[src/rtl/clean_pulse_gen.sv]
// Clean pulse generator: stretches a one-cycle request into a pulse of at least
// HOLD_CYCLES high followed by GAP_CYCLES low. Define PULSE_QUEUE_EN for a one-deep pending slot.
module clean_pulse_gen #(
   parameter int HOLD_CYCLES = 3,
   parameter int GAP_CYCLES  = 3,
   parameter int CW          = 4
) (
   input  logic          clk,
   input  logic          rst,
   input  logic          req,
   input  logic [CW-1:0] len,
   output logic          out,
   output logic          busy,
   output logic          done
);
   typedef enum logic [2:0] {
      IDLE = 3'b001,
      HIGH = 3'b010,
      GAP  = 3'b100
   } state_t;

   localparam logic [CW-1:0] HOLD_L = CW'(HOLD_CYCLES);
   localparam logic [CW-1:0] GAP_M1 = CW'(GAP_CYCLES - 1);
   localparam logic [CW-1:0] ONE    = CW'(1);

   state_t        state_q, state_d;
   logic [CW-1:0] cnt_q, cnt_d;
   logic          out_q, out_d;
   logic          busy_q, busy_d;
   logic          done_q, done_d;
   logic [CW-1:0] req_cnt;

   // Counter load value for a fresh request: effective length minus one.
   assign req_cnt = ((len < HOLD_L) ? HOLD_L : len) - ONE;

`ifdef PULSE_QUEUE_EN
   logic          pend_valid_q, pend_valid_d;
   logic [CW-1:0] pend_cnt_q, pend_cnt_d;
`endif

   always_comb begin
      state_d = state_q;
      cnt_d   = cnt_q;
      out_d   = out_q;
      busy_d  = busy_q;
      done_d  = 1'b0;
`ifdef PULSE_QUEUE_EN
      pend_valid_d = pend_valid_q;
      pend_cnt_d   = pend_cnt_q;
      if (state_q != IDLE && req && !pend_valid_q) begin
         pend_valid_d = 1'b1;
         pend_cnt_d   = req_cnt;
      end
`endif
      case (state_q)
         IDLE: begin
            out_d  = 1'b0;
            busy_d = 1'b0;
            if (req) begin
               state_d = HIGH;
               cnt_d   = req_cnt;
               out_d   = 1'b1;
               busy_d  = 1'b1;
            end
         end
         HIGH: begin
            if (cnt_q != '0) begin
               cnt_d = cnt_q - ONE;
            end else begin
               state_d = GAP;
               cnt_d   = GAP_M1;
               out_d   = 1'b0;
            end
         end
         GAP: begin
            if (cnt_q != '0) begin
               cnt_d = cnt_q - ONE;
            end else begin
               done_d  = 1'b1;
               state_d = IDLE;
               busy_d  = 1'b0;
               out_d   = 1'b0;
`ifdef PULSE_QUEUE_EN
               // A request landing on the final gap cycle chains just like a stored one.
               if (pend_valid_q || req) begin
                  state_d = HIGH;
                  cnt_d   = pend_valid_q ? pend_cnt_q : req_cnt;
                  out_d   = 1'b1;
                  busy_d  = 1'b1;
               end
               pend_valid_d = 1'b0;
`endif
            end
         end
         default: begin
            state_d = IDLE;
            cnt_d   = '0;
            out_d   = 1'b0;
            busy_d  = 1'b0;
         end
      endcase
   end

   always_ff @(posedge clk or posedge rst) begin
      if (rst) begin
         state_q <= IDLE;
         cnt_q   <= '0;
         out_q   <= 1'b0;
         busy_q  <= 1'b0;
         done_q  <= 1'b0;
`ifdef PULSE_QUEUE_EN
         pend_valid_q <= 1'b0;
         pend_cnt_q   <= '0;
`endif
      end else begin
         state_q <= state_d;
         cnt_q   <= cnt_d;
         out_q   <= out_d;
         busy_q  <= busy_d;
         done_q  <= done_d;
`ifdef PULSE_QUEUE_EN
         pend_valid_q <= pend_valid_d;
         pend_cnt_q   <= pend_cnt_d;
`endif
      end
   end

   assign out  = out_q;
   assign busy = busy_q;
   assign done = done_q;
endmodule

[config.mk]
export PLATFORM = sky130hd
export DESIGN_NAME = clean_pulse_gen
export DESIGN_NICKNAME = d
export VERILOG_FILES = /design/src/rtl/clean_pulse_gen.sv
export SDC_FILE = /design/constraint.sdc
export NUM_CORES = 1
export LEC_CHECK = 0
export ABC_CLOCK_PERIOD_IN_PS = 3720
export CAP_MARGIN = 20
export CORE_MARGIN = 2
export CORE_UTILIZATION = 25
export CTS_CLUSTER_DIAMETER = 200
export DETAILED_ROUTE_END_ITERATION = 10
export GPL_TIMING_DRIVEN = 0
export PLACE_DENSITY = 0.46
export SKIP_CTS_REPAIR_TIMING = 1
export SKIP_LAST_GASP = 1
export SLEW_MARGIN = 5
export SYNTH_ARGS = -nofsm -noshare
export SYNTH_HDL_FRONTEND = slang
export SYNTH_SLANG_ARGS = --single-unit
[constraint.sdc]
create_clock -name clk -period 3.72 [get_ports clk]
set_input_delay 1.116 -clock clk [delete_from_list [all_inputs] [get_ports clk]]
set_output_delay 1.116 -clock clk [all_outputs]
set_load 0.01 [all_outputs]
# [After elaboration in Yosys (flattened, before gate mapping)]
# Index checks and enable logic that the tools add are counted.
[word_totals] regBits=10 in_bits=7 elab_cells=37 out_inout_bits=3
[op_classes] addsub=2 n_lt_le_gt_ge=1 eq_ne=8 n_bitwise=1 mux=15 reduce_logical=5
[op_table] op="$mux W4" n=4
[op_table] op="$pmux W4 S3" n=1
[op_table] op="$ne A2 B2 Y1 const B" n=5
[op_table] op="$mux W3" n=3
[op_table] op="$pmux W3 S3" n=1
[op_table] op="$sub A4 B1 Y4 const B" n=2
[op_table] op="$lt A4 B2 Y1 const B" n=1
[op_table] op="$mux W1" n=4
[op_table] op="$reduce_and A2 Y1" n=2
[op_table] op="$reduce_bool A4 Y1" n=1
[op_table] op="$eq A3 B1 Y1 const B" n=1
[op_table] op="$eq A3 B2 Y1 const B" n=1
[op_table] op="$eq A3 B3 Y1 const B" n=1
[op_table] op="$pmux W1 S3" n=1
[op_table] op="$reduce_and A3 Y1" n=1
[op_table] op="$pmux W1 S2" n=1
[op_table] op="$reduce_or A2 Y1" n=1
[op_table] op="$not A1 Y1" n=1

# [Longest topological paths before layout]
[logic_depth] ltp_word=5 ltp_mapped=7 ltp_nobuf=7

# [Worst setup path before layout]
# Ideal clock, no wire load.
[synth_timing] path_kind="input -> register" from="in len[3]" to="reg cnt_q[2]" setup_time_ns=0.122 stages=6 setup_slack_ns=1.511 required_time_ns=3.598 arrival_ns=2.087 n_path_buf=0 cell_sequence="o21ba_2 -> ha_1 -> xor2_1 -> a32oi_2 -> o22ai_1 -> a32o_1"
[synth_between] elab_chain_len=5
[synth_rtl] item="start: declaration" line="11" rtl="input logic [CW-1:0] len,"
[synth_rtl] item="$lt A4 B2 Y1" line="34" rtl="assign req_cnt = ((len < HOLD_L) ? HOLD_L : len) - ONE;"
[synth_rtl] item="$mux W4" line="34"
[synth_rtl] item="$sub A4 B1 Y4" line="34"
[synth_rtl] item="$mux W4" line="59" rtl="if (req) begin"
[synth_rtl] item="$pmux W4 S3" line="55" rtl="case (state_q)"
[synth_rtl] item="end signal: assignment" line="117" rtl="cnt_q <= cnt_d;"
[synth_rtl] item="end: declaration" line="27" rtl="logic [CW-1:0] cnt_q, cnt_d;"
# No other way between the ends. The select of a mux whose other input is x is not followed.
# A chain may end at the register's enable or synchronous reset.

# [Worst setup path in the final report]
[layout_timing] from="in len[2]" to="reg cnt_q[2]"
[layout_between] elab_chain_len=5
[layout_rtl] item="$lt A4 B2 Y1" line="34"
[layout_rtl] item="$mux W4 (*)" line="34"
[layout_rtl] item="$sub A4 B1 Y4 (*)" line="34"
[layout_rtl] item="$mux W4 (*)" line="59"
[layout_rtl] item="$pmux W4 S3 (*)" line="55"
# Mark *: on every way between the ends. The rest lies on a longest branch, timed or not. The select of a mux whose other input is x is not followed.

==> results.json <==
{
  "design_area_um2": 861,
  "synth_compound_area_share_pct": 22.3,
  "synth_area_um2": 696,
  "start_util_pct": 25.7,
  "hpwl_um": 1240,
  "hp-class": "flop to flop",
  "fin_crit_ns": 2.52,
  "worst_pin_slew_ns": 0.615,
  "first_iter_violations": 20,
  "via_count": 615,
  "core-area_mm2": 0.00271,
  "drive_gt1_share_pct": 12.0,
  "maxCapViolCount": 0,
  "place_ws_ns": 0.913,
  "worstSetupStartpointType": "primary input",
  "muxShareOfSynthArea_pct": 1.44,
  "ioPinCount": 10,
  "path_max_fanout": 4,
  "peakVddDrop_uv": 335,
  "post_dp_cell_area_um2": 825,
  "antenna_found_initial": 0,
  "cts_num_sinks": 10,
  "viasPerCell": 5.00,
  "yosysUniqueCellTypes": 32,
  "synth_top_family_by_area": "simple AND/OR/NAND/NOR gates",
  "yosys-top-cells-area": "dfrtp_1, a21oi_1, ha_1",
  "setup_viol": 0,
  "gr-total-overflow": 0,
  "worst_hold_slack_ns": 0.595,
  "syn_nets": 89,
  "leakage_uw": 0.000365,
  "routabilityCongestion": 0.806,
  "worst_slack_ns": 1.20,
  "fmaxAchievable_ghz": 0.396,
  "ys_seq_area_share_pct": 36.2,
  "dr.pass1.iters": 4,
  "insertion_delay_ns": 0.27,
  "synth_xor_area_share_pct": 2.52,
  "cts_root_buffer": "clkbuf_4",
  "synth-edff-count": 0,
  "cts_inserted_buffers": 3,
  "avgSynthCellArea_um2": 8.81,
  "port_buffers": 9,
  "hold_violations": 0,
  "crit_required_ns": 3.88,
  "die_height_um": 56.8,
  "die_w_um": 56.8,
  "totalWireLength_um": 1710,
  "clk_pin_slew_ns": 0.07,
  "yosysWarnings": 0,
  "die_area_mm2": 0.00322,
  "ant_nets": 0,
  "status": "finished, final reports clean",
  "crit_path_end_kind": "flop",
  "async_flop_share_pct": 100,
  "final_cell_mix": "nor2_1, dfrtp_1, clkdlybuf4s50_1, a21oi_1, inv_1",
  "period_share_pct": 67.8,
  "drcViolationCount": 0,
  "finalClockSkew_ns": 0.000986,
  "avgRoutedWirePerCell_um": 13.9,
  "grt_pass1_vias": 558,
  "crit_type": "primary input to flop",
  "rows": 19,
  "grt_setup_unrepaired": "false",
  "arrival_ns": 2.68,
  "seqCellArea_um2": 251,
  "slew_headroom_pct": 58.8,
  "diodes": 0,
  "nets": 103,
  "tns_ns": 0,
  "grt_pass1_wl_um": 2790,
  "synth_flop_cell": "dfrtp_1",
  "grt_use_total_pct": 11.8,
  "finish.utilization_pct": 31.8,
  "grt_max_degree": 11,
  "synth-simple-area-share_pct": 27.5,
  "synthAdderAreaFrac_pct": 5.40,
  "multi_input_area_um2": 412,
  "synth_top_area_share_pct": 32.4,
  "cts_tree": "yes",
  "synthCells": 79,
  "synth_seq_cells": 10,
  "htreeDepth": 1,
  "synthToLayoutAreaGrowth_pct": 23.7,
  "drv_slew": 0,
  "synth.largest_area_cell": "dfrtp_1",
  "fillers": 302,
  "power_density_mw_per_mm2": 742,
  "clockBufferDepth": 2
}
[cell usage after synthesis, types with 3 or more instances]
cell      number
or3_1          3
nand2b_1       4
ha_1           3
o21ai_0        3
nor2_1         9
nand2_1        3
inv_1          6
nor2b_1        5
a21oi_1        8
dfrtp_1        9
[power breakdown]
part | switching [uW] | internal (uW)
Clock | 41.1 | 59.5
Combinational | 189 | 152
Sequential | 45.0 | 152
[critical path, stage by stage]
cell	delay [ns]
clkdlybuf4s50_1	0.47
o21ba_2	0.24
ha_1	0.20
xor2_1	0.18
a32oi_2	0.16
o22ai_1	0.10
a32o_1	0.20
[cell families (layout without fill, tap and decap cells)]
kind of cell,after synthesis,in the layout
xor+xnor,2,2
compound gates,22,22
fa+ha+maj,3,3
flops,10,10
buf+inv,8,21
mux,1,1
simple gates,33,33
[final cells by class]
cell class                      instances  area share (%)
Multi-Input combinational cell         61            47.8
Sequential cell                        10            29.2
Timing Repair Buffer                    9            10.5
Tap cell                               31            4.51
Clock buffer                            4            4.22
Inverter                                6            2.62
Buffer                                  2            1.16
[metal layers]
metal	part of all wire (%)	track usage (%)	vias up
li1	-	-	310
met1	49	15.7	293
met2	46	17.8	10
met3	4.0	4.15	2
met4	1.0	3.99	0
met5	0	0	-
[stage by stage]
stage	instances	power, uW
floorplan	79	437
global placement	119	538
detailed placement	119	539
CTS	123	644
global route	123	696
finish	123	639
[final timing paths]
path                          start          to  slack [ns]  cells after the start
setup / recovery             len[2]    cnt_q[2]        1.20                      7
hold / removal                 busy        busy        0.60                      2
setup reg to reg           cnt_q[0]    cnt_q[0]        1.77                      6
hold reg to reg                busy        busy        0.60                      2
max in group asynchronous       rst  state_q[0]        2.27                      2
min in group asynchronous       rst        done        1.13                      2
[flip-flops by register name, summed over array words and instances, names as in the netlist]
register and flops:
busy 1, state_q 3, out 1, done 1, cnt_q 4
No activity file was read; power rests on OpenSTA's default activity.
